<file path="src/rtl/oam_dma.sv">
// Sprite DMA engine: snoops the CPU trigger write, halts the CPU and copies one
// page from memory into the OAM data register, one read/write pair per byte.
module oam_dma #(
   parameter int unsigned                  WIDTH         = 8,
   parameter int unsigned                  ADDR_WIDTH    = 16,
   parameter logic [ADDR_WIDTH-1:0]        TRIG_ADDR     = 16'h4014,
   parameter logic [ADDR_WIDTH-1:0]        OAM_DATA_ADDR = 16'h2004,
   parameter int unsigned                  LENGTH        = 256
) (
   input  logic                  clk,
   input  logic                  reset,
   input  logic [ADDR_WIDTH-1:0] cpu_addr,
   input  logic                  cpu_we,
   input  logic [WIDTH-1:0]      cpu_din,
   input  logic                  odd_cycle,
   output logic [ADDR_WIDTH-1:0] bus_addr,
   output logic                  bus_we,
   output logic [WIDTH-1:0]      bus_dout,
   input  logic [WIDTH-1:0]      bus_din,
   output logic                  halt,
   output logic                  done
);

   typedef enum logic [2:0] {IDLE, HALT, ALIGN, READ, WRITE} state_t;

   localparam logic [7:0] IDX_LAST = 8'(LENGTH - 1);

   state_t           state;
   logic [WIDTH-1:0] page;
   logic [7:0]       idx;
   logic [WIDTH-1:0] data;

   // Outputs are loaded on the edge that enters the state they belong to.
   always_ff @(posedge clk) begin
      if (reset) begin
         state    <= IDLE;
         page     <= '0;
         idx      <= '0;
         data     <= '0;
         halt     <= 1'b0;
         bus_we   <= 1'b0;
         bus_addr <= '0;
         done     <= 1'b0;
      end else begin
         done <= 1'b0;
         case (state)
            IDLE: begin
               if (cpu_we && cpu_addr == TRIG_ADDR) begin
                  page  <= cpu_din;
                  idx   <= '0;
                  halt  <= 1'b1;
                  state <= HALT;
               end
            end
            HALT: begin
               if (odd_cycle) begin
                  state <= ALIGN;
               end else begin
                  bus_addr <= ADDR_WIDTH'({page, idx});
                  state    <= READ;
               end
            end
            ALIGN: begin
               bus_addr <= ADDR_WIDTH'({page, idx});
               state    <= READ;
            end
            READ: begin
               data     <= bus_din;
               bus_addr <= OAM_DATA_ADDR;
               bus_we   <= 1'b1;
               state    <= WRITE;
            end
            WRITE: begin
               bus_we <= 1'b0;
               if (idx == IDX_LAST) begin
                  bus_addr <= '0;
                  halt     <= 1'b0;
                  done     <= 1'b1;
                  state    <= IDLE;
               end else begin
                  idx      <= idx + 8'd1;
                  bus_addr <= ADDR_WIDTH'({page, idx + 8'd1});
                  state    <= READ;
               end
            end
            default: state <= IDLE;
         endcase
      end
   end

   // data only reaches the bus while the write strobe is up.
   assign bus_dout = bus_we ? data : '0;

endmodule
</file>
<file path="config.mk">
export PLATFORM = sky130hd
export DESIGN_NAME = oam_dma
export DESIGN_NICKNAME = d
export VERILOG_FILES = /design/src/rtl/oam_dma.sv
export SDC_FILE = /design/constraint.sdc
export NUM_CORES = 1
export LEC_CHECK = 0
export CORE_MARGIN = 2
export CORE_UTILIZATION = 45
export CTS_CLUSTER_SIZE = 25
export DETAILED_ROUTE_END_ITERATION = 8
export PLACE_DENSITY = 0.77
export SKIP_LAST_GASP = 1
export SLEW_MARGIN = 40
export SYNTH_ARGS = -nofsm -noshare
export SYNTH_HDL_FRONTEND = slang
export SYNTH_SLANG_ARGS = --single-unit
</file>
<file path="constraint.sdc">
create_clock -name clk -period 3.08 [get_ports clk]
set_clock_uncertainty 0.2 [all_clocks]
set_input_delay 0.616 -clock clk [delete_from_list [all_inputs] [get_ports clk]]
set_output_delay 0.616 -clock clk [all_outputs]
set_load 0.005 [all_outputs]
</file>
[Yosys cells after proc, flatten, opt, wreduce, memory -nomap -nowiden]
Index checks and enable logic that the tools add are counted.
Storage, ports and cells
  flip-flop bits (word level): 46
  latch bits: 0
  memory bits (writable): 0
  memory bits (read-only): 0
  bits of input ports: 36
  word-level logic and storage cells: 46
  memories kept: 0
Cells by class
  add/sub/neg operators: 1
  multiply operators: 0
  div/mod/pow operators: 0
  order comparisons: 0
  equality and inequality tests: 10
  shift operators: 0
  mux-type cells: 16
  bitwise gates (word level): 1
  reduce and logical (&&, ||, !) cells: 10
Operator list (number)
  $pmux 16 s4: 1
  $mux 16: 2
  $mux 8: 3
  $eq 16x15->1 const B: 1
  $pmux 8 s2: 1
  $pmux 3 s5: 1
  $add 8x1->8 const B: 1
  $eq 8x8->1 const B: 1
  $ne 2x2->1 const B: 4
  $eq 3x2->1 const B: 2
  $reduce_and 3->1: 2
  $mux 1: 4
  $pmux 1 s2: 2
  $reduce_and 2->1: 2
  $reduce_bool 2->1: 2
  $reduce_bool 4->1: 1
  $eq 3x1->1 const B: 1
  $eq 3x3->1 const B: 1
  $logic_not 3->1: 1
  $mux 3: 1
  $mux 2: 1
  $reduce_or 2->1: 1
  $logic_and 1x1->1: 1
  $not 1->1: 1

[Depth between registers and ports, before layout]
Gate-level depths: netlist of the first run.
  word-level depth: 4
  mapped depth: 6

[Worst setup path before layout of the first run]
Ideal clock, no wire load.
  path type: input to register
  start point: in cpu_addr[1]
  end point: reg state[0]
  arrival time: 1.660 ns
  required time: 2.785 ns
  path slack: 1.125 ns
  stages: 5
  path buffers: 1
  cells stage by stage: nor4b_1 > and2_1 > clkbuf_1 > nand2_1 > a221oi_1
On the way
  cells in the longest elaborated chain, start to end: 3
RTL lines
  start, declared: RTL line 12  | input logic [ADDR_WIDTH-1:0] cpu_addr,
  $eq 16x15->1: RTL line 48  | if (cpu_we && cpu_addr == TRIG_ADDR) begin
  $logic_and 1x1->1: RTL line 48
  $ne 2x2->1 (no source line)
  end signal, assigned: RTL line 52  | state <= HALT;
  end signal, assigned: RTL line 57  | state <= ALIGN;
  end signal, assigned: RTL line 60  | state <= READ;
  end, declared: RTL line 28  | state_t state;
Every way passes these cells.
A chain may end at the register's enable or synchronous reset.

[Worst setup path after layout of the first run]
  start point: reg bus_we
  end point: out bus_dout[0]
On the way
  cells in the longest elaborated chain, start to end: 1
RTL lines
  start, declared: RTL line 17  | output logic bus_we,
  start signal, assigned: RTL line 41  | bus_we <= 1'b0;
  start signal, assigned: RTL line 70  | bus_we <= 1'b1;
  start signal, assigned: RTL line 74  | bus_we <= 1'b0;
  $mux 8: RTL line 92  | assign bus_dout = bus_we ? data : '0;
  end, declared: RTL line 18  | output logic [WIDTH-1:0] bus_dout,
Every way passes these cells.

==> metrics.log, run 1 <==
[metrics] run status: finished, final reports clean
[metrics] Reg power frac: 49.0%
[metrics] layout net count: 348
[metrics] endpoint kind of the worst setup timing path: primary output
[metrics] total instance count after detailed placement: around 360
[metrics] core footprint: between 0.004 and 0.005 sq mm
[metrics] leading post-synthesis cells by instance count: 46 x sky130_fd_sc_hd__dfxtp_1, 31 x sky130_fd_sc_hd__a21oi_1, 26 x sky130_fd_sc_hd__nand2_1, 20 x sky130_fd_sc_hd__nor2_1, 14 x sky130_fd_sc_hd__o21ai_0
[metrics] reg2reg start: state[2]
[metrics] nets in the synthesized netlist: between 200 and 300
[metrics] number of synthesized register bits: between 40 and 50
[metrics] die span in x: between 70 and 80 um
[metrics] remaining antenna violation count: 0
[metrics] final wirelength: roughly 5400 um
[metrics] transition time at the pin with the least slew margin: just under 0.7 ns
[metrics] final core occ: between 60% and 70%
[metrics] setup slack of the worst register-to-register path: about 0.95 ns
[metrics] reported leakage power: 0.000915 uW
[metrics] per-cell routed wire length: about 15 um
[metrics] num rows: 24
[metrics] maximum number of pins on one net before global-route repair: 19
[metrics] Avg Vias per Cell: a little under 6
[metrics] total number of yosys warnings: 0
[metrics] cell type with the largest total area after synthesis: sky130_fd_sc_hd__dfxtp_1
[metrics] Highest Signal Layer: met4
[metrics] average cell area after synthesis: approximately 8.3 sq um
[metrics] total gr overflow: 0
[metrics] starting density of the core: 47.6%
[metrics] part of the Yosys area used for sequential elements: a little over two fifths
[metrics] clk slew on worst S/H paths: roughly 0.09 ns
[metrics] number of I/O pins: 63
[metrics] post-cts hold buffer count: 0
[metrics] TritonCTS buffer count: 5
[metrics] area fraction of the dominant cell type after synthesis: 43.6%
[metrics] final non-filler cell total: 364
[metrics] Hold WC Path Type: reg2reg
[metrics] arrival time worst endpoint: roughly 1.5 ns
[metrics] count of flip-flops with a built-in enable after synthesis: 0
[metrics] netlist area before placement: between 0.002 and 0.0025 sq mm
[metrics] hold path startpoint: data[6]
[metrics] start-to-end type of the worst setup path: reg2out
[metrics] combinational cell fraction of total power: 16.8%
[metrics] leading cell types by total area after synthesis: sky130_fd_sc_hd__dfxtp_1 44%, sky130_fd_sc_hd__a21oi_1 7.3%, sky130_fd_sc_hd__nand2_1 4.6%
[metrics] share of final-layout standard cells stronger than drive strength 1: approximately 5.8%
[metrics] Total Negative Setup Slacks: 0 ns
[metrics] proportion of power drawn by the clock network: around a third
[metrics] Max transition margin: a little over half
[metrics] library cell with the highest instance count after synthesis: sky130_fd_sc_hd__dfxtp_1
[metrics] final weighted congestion of routability-driven global placement: just over 0.8
[metrics] count of TritonRoute iterations in the first routing pass: 4
[metrics] Final Worst Setup Slack: roughly 0.81 ns
[metrics] post-synthesis instance total: roughly 250
[metrics] First DRT Iteration DRCs: 128
[metrics] clock root buffer: sky130_fd_sc_hd__clkbuf_8
[metrics] number of vias after detailed routing: roughly 2.1k
[metrics] top flip-flop cell by instance count after synthesis: sky130_fd_sc_hd__dfxtp_1
[metrics] post-CTS setup-driven buffer insertion count: 0
[metrics] # DRC: 0
[metrics] internal power: between 900 and 1000 uW
[metrics] switching part of the total power: about a quarter
[metrics] # clock sinks: 46
[metrics] startpoint kind of the worst setup timing path: register
[metrics] Antenna Diode Count: 0
[metrics] number of distinct library cells after synthesis: 48
[metrics] total setup violations reported at the end of the flow: 0
[metrics] Metal-1 WL: 2460 um
[metrics] GRT Util Overall: a little over a fifth
[metrics] layout overhead on the synthesized area: 35.8%
[metrics] end point of the most critical hold path: data[6]
[metrics] max-cap violations: 0
[metrics] routed wl met2: 2550 um
[metrics] Clk Latency, worst-skew pair: around 0.30 ns
[metrics] post-cts gate resize count: 0
[metrics] switching power: between 300 and 400 uW
[metrics] capture point of the worst reg-to-reg path: bus_addr[10]
[metrics] setup repair after global routing missed its margin: false
[metrics] Die H: just over 70 um
[metrics] finished layout cell area: approximately 0.0029 sq mm
[metrics] wire length on met3: about 330 um
[metrics] max-slew violations: 0
[metrics] hold violation total from the final report: 0
[metrics] via count of the first global-routing pass: between 1.5k and 2k
[metrics] H-tree Lvls: 2
[metrics] placed instance area: approximately 0.0028 sq mm
[metrics] power density over the cells: 458 mW/mm^2
[metrics] clock buffer depth: 2
[metrics] period utilisation layout: about three quarters
[metrics] buffers added on ports: 62
[metrics] Worst EP required: 2.26 ns
[metrics] floorplan die area: 0.00526 sq mm
[metrics] number of instances on the worst hold path: 2
[metrics] maximum achievable frequency: about 440 MHz
[metrics] depth of the worst register-to-register path: 4
[metrics] Critical Path Fanout Max: 10
[metrics] peak supply drop: 0.258 mV
[metrics] placed wire-length estimate after detailed placement: approximately 3700 um
[metrics] clock tree from TritonCTS: yes
[metrics] antenna violations before repair: 0
[metrics] shortest clock period the worst path allows after layout: about 2.3 ns
[metrics] share of synthesized flip-flops with an asynchronous set or reset: 0%
[metrics] global-route wire length before repair: just under 9000 um
[metrics] worst setup timing slack at the placement stage: 0.572 ns
==> power by group through the flow <==
stage / combinational [uW] / sequential, uW / clock (uW)
after floorplan: 110 / 651 / 0
after global placement: 218 / 658 / 0
after detailed placement: 222 / 658 / 0
after CTS: 223 / 644 / 452
after global routing: 242 / 648 / 469
final: 222 / 644 / 450
==> metal layers <==
metal	global-route usage (%)	vias to the layer above
met5	0	-
met4	5.76	0
met2	33.0	72
met1	28.6	964
met3	5.00	7
li1	-	1054
==> cells by family after synthesis <==
| kind of cell | share of synthesized area [%] |
|---|---|
| compound gates | 26.6 |
| fa+ha+maj | 0.592 |
| buf+inv | 4.50 |
| flops | 43.6 |
| simple gates | 24.8 |
==> worst max-delay path: stages (launching register included) <==
cell and delay, ns:
sky130_fd_sc_hd__dfxtp_1 0.48, sky130_fd_sc_hd__and2_1 0.18, sky130_fd_sc_hd__clkdlybuf4s50_1 0.49
==> worst max path at each step <==
| stage | cells past startpoint | start | to | slack (ns) |
|---|---|---|---|---|
| 6_report | 2 | bus_we | bus_dout[0] | 0.81 |
| 5_1_grt | 2 | bus_we | bus_dout[0] | 0.71 |
| 4_1_cts | 2 | bus_we | bus_dout[0] | 0.80 |
| 3_5_place_dp | 5 | cpu_addr[5] | state[0] | 0.57 |
| 3_3_place_gp | 5 | cpu_addr[5] | state[0] | 0.62 |
| 2_1_floorplan | 5 | cpu_addr[1] | state[0] | 1.13 |
==> cell usage in the layout (no fill, tap or decap), types with 2 or more instances in the layout <==
master	count
sky130_fd_sc_hd__a311oi_1	2
sky130_fd_sc_hd__buf_4	6
sky130_fd_sc_hd__a21o_1	2
sky130_fd_sc_hd__nand2b_1	2
sky130_fd_sc_hd__nand4_1	9
sky130_fd_sc_hd__clkdlybuf4s50_1	62
sky130_fd_sc_hd__nand2_1	26
sky130_fd_sc_hd__nor3_1	5
sky130_fd_sc_hd__dfxtp_1	46
sky130_fd_sc_hd__o211ai_1	8
sky130_fd_sc_hd__nand3b_1	2
sky130_fd_sc_hd__and2_1	10
sky130_fd_sc_hd__a32oi_1	8
sky130_fd_sc_hd__inv_1	3
sky130_fd_sc_hd__and4_1	2
sky130_fd_sc_hd__a211oi_1	7
sky130_fd_sc_hd__o21a_1	4
sky130_fd_sc_hd__clkbuf_8	5
sky130_fd_sc_hd__o21ai_0	14
sky130_fd_sc_hd__nor2_1	20
sky130_fd_sc_hd__or3_1	2
sky130_fd_sc_hd__a21oi_1	31
sky130_fd_sc_hd__a31oi_1	2
sky130_fd_sc_hd__nand3_1	8
sky130_fd_sc_hd__nor4b_1	2
==> stage by stage <==
stage | hold WS (ns) | power [uW]
after global placement | 0.238 | 876
after global routing | 0.270 | 1360
after floorplan | 0.232 | 761
after CTS | 0.259 | 1320
after detailed placement | 0.248 | 880
final | 0.256 | 1320
==> area by class of cell <==
class	count	area [sq um]
Sequential cell	46	921
Clock inverter	2	37.5
Clock buffer	6	72.6
Timing Repair Buffer	68	666
Fill cell	412	1570
Tap cell	52	65.1
Multi-Input combinational cell	187	1100
Inverter	3	11.3
==> flip-flops by register name (all words and copies together), names as in the netlist <==
register	cells
bus_addr	16
idx	8
done	1
bus_we	1
state	3
halt	1
data	8
page	8
Note: power is estimated with default switching activity, not from simulation.
==> inputs of run 2 (changes only) <==
--- a/config.mk
+++ b/config.mk
@@ -6,10 +6,10 @@
 export NUM_CORES = 1
 export LEC_CHECK = 0
 export CORE_MARGIN = 2
-export CORE_UTILIZATION = 45
+export CORE_UTILIZATION = 42
 export CTS_CLUSTER_SIZE = 25
 export DETAILED_ROUTE_END_ITERATION = 8
-export PLACE_DENSITY = 0.77
+export PLACE_DENSITY = 0.75
 export SKIP_LAST_GASP = 1
 export SLEW_MARGIN = 40
 export SYNTH_ARGS = -nofsm -noshare
==> constraint.sdc (replaced) <==
create_clock -name clk -period 1.9 [get_ports clk]
set_clock_uncertainty 0.2 [all_clocks]
set_input_delay 0.38 -clock clk [delete_from_list [all_inputs] [get_ports clk]]
set_output_delay 0.38 -clock clk [all_outputs]
set_load 0.005 [all_outputs]
==> metrics.log, run 2 (synthesized netlist as in run 1, its figures left out) <==
[metrics] maximum achievable frequency: approximately 530 MHz
[metrics] placed instance area: 0.00294 sq mm (+6.3%)
[metrics] remaining antenna violation count: 0 (unchanged)
[metrics] shortest clock period the worst path allows after layout: roughly 1.9 ns
[metrics] max-slew violations: 0 (unchanged)
[metrics] Max transition margin: 72.5% (+18 points)
[metrics] Clk Latency, worst-skew pair: 0.30 ns (about the same)
[metrics] switching part of the total power: 25.8% (+0.80 points)
[metrics] layout net count: 367 (+5.5%)
[metrics] maximum cell stage delay along the critical path: 0.49 ns (about the same)
[metrics] post-layout power: 2010 uW (+53%)
[metrics] clk slew on worst S/H paths: 0.08 ns (about the same)
[metrics] final weighted congestion of routability-driven global placement: 0.867 (+7.5%)
[metrics] proportion of power drawn by the clock network: 27.8% (-6.4 points)
[metrics] max-cap violations: 0 (unchanged)
[metrics] Total Negative Setup Slacks: 0 ns (unchanged)
[metrics] Worst EP required: 1.32 ns (-0.94 ns)
[metrics] number of I/O pins: 63 (unchanged)
[metrics] commonest cells after routing, fill and taps aside: 62 x sky130_fd_sc_hd__clkdlybuf4s50_1, 42 x sky130_fd_sc_hd__dfxtp_1, 31 x sky130_fd_sc_hd__a21oi_1
[metrics] register with the most flip-flops: bus_addr
[metrics] Die H: 75.0 um (+3.3%)
[metrics] GRT Util Overall: 20.0% (-0.93 points)
[metrics] share of final-layout standard cells stronger than drive strength 1: 13.3% (+7.6 points)
[metrics] Avg Vias per Cell: 5.44 (-5.6%)
[metrics] First DRT Iteration DRCs: 132 (+3.1%)
[metrics] clock buffer depth: 2 (unchanged)
[metrics] startpoint kind of the worst setup timing path: register
[metrics] run status: finished, final reports clean
[metrics] layout overhead on the synthesized area: 44.1%
[metrics] smallest hold slack: 0.253 ns (-0.00290 ns)
[metrics] buffers added on ports: 62 (unchanged)
[metrics] switching power: 518 uW (+58%)
[metrics] clock tree from TritonCTS: yes
[metrics] die span in x: 75.0 um (+3.3%)
[metrics] total gr overflow: 0 (unchanged)
[metrics] reported leakage power: 0.00102 uW (+11%)
[metrics] # clock sinks: 46 (unchanged)
[metrics] H-tree Lvls: 2 (unchanged)
[metrics] peak supply drop: 0.414 mV (+60%)
[metrics] starting density of the core: 44.2% (-3.4 points)
[metrics] global-route wire length before repair: 8740 um (-1.1%)
[metrics] floorplan die area: 0.00562 sq mm (+6.7%)
[metrics] start-to-end type of the worst setup path: reg2out
[metrics] arrival time worst endpoint: 1.31 ns (-0.14 ns)
[metrics] num rows: 25 (+4.2%)
[metrics] number of flip-flops in the largest register: 16 (unchanged)
[metrics] # DRC: 0 (unchanged)
[metrics] number of vias after detailed routing: 2,159 (+3.0%)
[metrics] combinational cell fraction of total power: 20.4% (+3.6 points)
[metrics] maximum number of pins on one net before global-route repair: 32 (+13)
[metrics] power density over the cells: 660 mW/mm^2 (+44%)
[metrics] Reg power frac: 51.8% (+2.8 points)
[metrics] final wirelength: 5350 um (-0.50%)
[metrics] most common cell after layout, fill and taps aside: sky130_fd_sc_hd__clkdlybuf4s50_1
[metrics] Hold WC Path Type: reg2reg
[metrics] internal power: 1490 uW (+51%)
[metrics] via count of the first global-routing pass: 1,967 (+3.9%)
[metrics] transition time at the pin with the least slew margin: 0.411 ns (-0.266 ns)
[metrics] count of TritonRoute iterations in the first routing pass: 4 (unchanged)
[metrics] period utilisation layout: about 100%
[metrics] Critical Path Fanout Max: 10 (unchanged)
[metrics] setup repair after global routing missed its margin: true
[metrics] clock root buffer: sky130_fd_sc_hd__clkbuf_8
[metrics] antenna violations before repair: 0 (unchanged)
[metrics] TritonCTS buffer count: 5 (unchanged)
[metrics] core footprint: 0.00479 sq mm (+7.7%)
[metrics] cell breakdown of the critical path: and2_1, clkdlybuf4s50_1
[metrics] endpoint kind of the worst setup timing path: primary output
[metrics] per-cell routed wire length: 13.5 um (-8.8%)
[metrics] finished layout cell area: 0.00305 sq mm (+6.1%)
[metrics] hold violation total from the final report: 0 (unchanged)
[metrics] slowest CP cell: sky130_fd_sc_hd__clkdlybuf4s50_1
[metrics] total setup violations reported at the end of the flow: 0 (unchanged)
[metrics] placed wire-length estimate after detailed placement: 3790 um (+2.8%)
[metrics] Antenna Diode Count: 0 (unchanged)
[run 2: path summary, 6_finish.rpt]
kind	from	end	slack, ns	depth (start not counted)
hold / removal	data[1]	data[1]	0.25	2
hold reg to reg	data[1]	data[1]	0.25	2
setup / recovery	bus_we	bus_dout[7]	0.007	2
setup reg to reg	state[1]	idx[2]	0.16	6
[run 2: what timing repair did]
item | in CTS | in global routing
resized for setup | 2 | 8
setup buffers | 0 | 0
setup endpoints to repair | 9 | 38
pin swaps | 0 | 0
hold buffers | 0 | 0
[run 2: routing by layer]
layer	track usage (%)	vias to the layer above	wire length, um
met1	26.4	1000	2440
met2	32.4	70	2520
met3	5.22	6	344
met4	5.56	0	50
met5	0	-	0
li1	-	1083	-
[run 2: cell type report]
| cell class | instances | area (sq um) |
|---|---|---|
| tap | 67 | 83.8 |
| fill | 429 | 1740 |
| sequential | 46 | 928 |
| clock buffer | 5 | 68.8 |
| multi-input combinational | 187 | 1120 |
| inverter | 3 | 11.3 |
| clock inverter | 2 | 10.0 |
| timing repair buffer | 87 | 825 |
[run 2: per-stage QoR]
step | util [%] | setup slack [ns] | cells
2_1_floorplan | - | 0.181 | 254
3_3_place_gp | 61.3 | -0.238 | 390
3_5_place_dp | 61.3 | -0.234 | 390
4_1_cts | 63.1 | -0.0146 | 397
5_1_grt | 63.7 | -0.0593 | 397
6_report | 63.7 | 0.00724 | 397
[run 2: worst max-delay path: cells and delay by family, from the launching register on]
| family | cells | cell delay [ns] |
|---|---|---|
| buffers and inverters | 1 | 0.49 |
| DFF | 1 | 0.39 |
| and+or+nand+nor | 1 | 0.14 |
[run 2: power groups by stage]
stage	sequential, uW	combinational [uW]	clock (uW)
2_1_floorplan	1060	178	0
3_3_place_gp	1060	393	0
3_5_place_dp	1060	399	0
4_1_cts	1040	400	574
5_1_grt	1050	446	612
6_report	1040	411	560
==> inputs of run 3 (changes only) <==
--- a/config.mk
+++ b/config.mk
@@ -5,7 +5,8 @@
 export SDC_FILE = /design/constraint.sdc
 export NUM_CORES = 1
 export LEC_CHECK = 0
-export CORE_MARGIN = 2
+export CORE_ASPECT_RATIO = 1.25
+export CORE_MARGIN = 8
 export CORE_UTILIZATION = 42
 export CTS_CLUSTER_SIZE = 25
 export DETAILED_ROUTE_END_ITERATION = 8
==> metrics.log, run 3 (synthesized netlist as in run 1, its figures left out) <==
[metrics] placed wire-length estimate after detailed placement: 4230 um (+11%)
[metrics] remaining antenna violation count: 0 (unchanged)
[metrics] start-to-end type of the worst setup path: reg2out
[metrics] power density over the cells: 683 mW/mm^2 (+3.5%)
[metrics] via count of the first global-routing pass: 2,108 (+7.2%)
[metrics] Crit path max-delay family: buffers and inverters
[metrics] layout net count: 368 (+0.27%)
[metrics] most common cell after layout, fill and taps aside: sky130_fd_sc_hd__clkdlybuf4s50_1
[metrics] Die H: 95.3 um (+27%)
[metrics] clock buffer depth: 2 (unchanged)
[metrics] layout overhead on the synthesized area: 44.0% (about the same)
[metrics] count of fill cells added during filler insertion: 448 (+4.4%)
[metrics] per-cell routed wire length: 15.0 um (+11%)
[metrics] Max transition margin: 75.2% (+2.7 points)
[metrics] Clk Latency, worst-skew pair: 0.30 ns (about the same)
[metrics] final wirelength: 5920 um (+11%)
[metrics] number of I/O pins: 63 (unchanged)
[metrics] shortest clock period the worst path allows after layout: 1.93 ns (+0.0327 ns)
[metrics] post-cts hold buffer count: 0 (unchanged)
[metrics] core footprint: 0.00497 sq mm (+3.9%)
[metrics] buffers added on ports: 62 (unchanged)
[metrics] antenna violations before repair: 0 (unchanged)
[metrics] final weighted congestion of routability-driven global placement: 0.820 (-5.4%)
[metrics] # DRC: 0 (unchanged)
[metrics] H-tree Lvls: 2 (unchanged)
[metrics] Hold WC Path Type: reg2reg
[metrics] clock tree from TritonCTS: yes
[metrics] setup repair after global routing missed its margin: true
[metrics] global-route wire length before repair: 9780 um (+12%)
[metrics] max-cap violations: 0 (unchanged)
[metrics] Avg Vias per Cell: 5.60 (+3.0%)
[metrics] register with the most flip-flops: bus_addr
[metrics] maximum cell stage delay along the critical path: 0.51 ns (+0.02 ns)
[metrics] hold violation total from the final report: 0 (unchanged)
[metrics] endpoint kind of the worst setup timing path: primary output
[metrics] max-slew violations: 0 (unchanged)
[metrics] starting density of the core: 42.5% (-1.6 points)
[metrics] Worst EP required: 1.32 ns (about the same)
[metrics] maximum number of pins on one net before global-route repair: 37 (+16%)
[metrics] Antenna Diode Count: 0 (unchanged)
[metrics] clk slew on worst S/H paths: 0.09 ns (about the same)
[metrics] maximum achievable frequency: 519 MHz (-1.7%)
[metrics] run status: finished with violations
[metrics] setup slack of the worst register-to-register path: 0.10 ns (-0.06 ns)
[metrics] transition time at the pin with the least slew margin: 0.371 ns (-0.0399 ns)
[metrics] startpoint kind of the worst setup timing path: register
[metrics] post-CTS setup-driven buffer insertion count: 0 (unchanged)
[metrics] total instance count after detailed placement: 386 (-1.0%)
[metrics] clock root buffer: sky130_fd_sc_hd__clkbuf_8
[metrics] Critical Path Fanout Max: 10 (unchanged)
[metrics] cell breakdown of the critical path: and2_1, clkdlybuf4s50_1
[metrics] Final Worst Setup Slack: -0.0254 ns (-0.0327 ns)
[metrics] period utilisation layout: 101% (+1.7 points)
[metrics] Worst Path Buf+Inv: 1 (unchanged)
[metrics] # clock sinks: 46 (unchanged)
[metrics] count of TritonRoute iterations in the first routing pass: 4 (unchanged)
[metrics] First DRT Iteration DRCs: 182 (+38%)
[metrics] peak supply drop: 0.427 mV (+3.2%)
[metrics] floorplan die area: 0.00758 sq mm (+35%)
[metrics] failing checks: negative setup slack
[metrics] reported leakage power: 0.00102 uW (+0.13%)
[metrics] number of flip-flops in the largest register: 16 (unchanged)
[metrics] final non-filler cell total: 394 (-0.76%)
[metrics] total setup violations reported at the end of the flow: 8 (+8)
[metrics] smallest hold slack: 0.256 ns (+0.00258 ns)
[metrics] num rows: 29 (+16%)
[metrics] die span in x: 79.5 um (+6.0%)
[metrics] commonest cells after routing, fill and taps aside: 62 x sky130_fd_sc_hd__clkdlybuf4s50_1, 43 x sky130_fd_sc_hd__dfxtp_1, 31 x sky130_fd_sc_hd__a21oi_1
[metrics] TritonCTS buffer count: 5 (unchanged)
[metrics] share of final-layout standard cells stronger than drive strength 1: 13.3% (-0.080 points)
[metrics] GRT Util Overall: 15.7% (-4.2 points)
[metrics] arrival time worst endpoint: 1.35 ns (+0.04 ns)
[metrics] number of vias after detailed routing: 2,206 (+2.2%)
[metrics] total gr overflow: 0 (unchanged)
[metrics] slowest CP cell: sky130_fd_sc_hd__clkdlybuf4s50_1
run 3: changes by cell type in the layout (fill, tap and decap cells not counted), sizes merged:
cell | previous run | this run
buf | 25 | 26
clkinvlp | 0 | 1
run 3: worst paths after layout:
path,start,to,cells after the start
setup / recovery,bus_we,bus_dout[3],2
hold / removal,data[1],data[1],2
setup reg to reg,idx[0],idx[5],5
hold reg to reg,data[1],data[1],2
run 3: tightest hold or removal path, stage by stage (launching register included):
cell,delay (ns)
sky130_fd_sc_hd__dfxtp_1,0.31
sky130_fd_sc_hd__nand2_1,0.05
sky130_fd_sc_hd__a21oi_1,0.05
run 3: layer usage:
| metal | track usage, % | share of wire [%] | vias to the layer above |
|---|---|---|---|
| met3 | 4.53 | 7.0 | 6 |
| met5 | 0 | 0 | - |
| li1 | - | - | 1093 |
| met2 | 25.9 | 49 | 79 |
| met4 | 5.57 | 1.2 | 0 |
| met1 | 19.0 | 43 | 1028 |
run 3: area by class of cell:
cell class                      instances  area, sq um  share of cell area [%]
Clock inverter                          3         21.3                   0.698
Sequential cell                        46          927                    30.4
Clock buffer                            5         68.8                    2.26
Inverter                                3         11.3                   0.370
Multi-Input combinational cell        187         1110                    36.5
Tap cell                               62         77.6                    2.55
Timing Repair Buffer                   88          828                    27.2
run 3: stage by stage:
stage               cell area, sq um  utilization, %  total power (uW)  setup TNS (ns)  setup slack [ns]
floorplan                       2110               -              1230               0             0.181
global placement                2940            59.1              1490           -5.53            -0.194
detailed placement              2940            59.1              1490           -6.10            -0.257
CTS                             3030            61.0              2090          -0.222           -0.0475
global route                    3050            61.3              2180          -0.536           -0.0861
finish                          3050            61.3              2080         -0.0943           -0.0254
run 3: power breakdown:
group | leakage (uW) | switching (uW) | internal [uW]
registers | 0.000373 | 26.7 | 1010
clock network | 0.0000441 | 352 | 259
logic | 0.000600 | 182 | 254
run 3: what timing repair did:
| action | 4_1_cts | 5_1_grt |
|---|---|---|
| cloned | 0 | 0 |
| pin swaps | 0 | 0 |
| gates resized for setup | 2 | 4 |
| endpoints found under the setup margin | 9 | 27 |
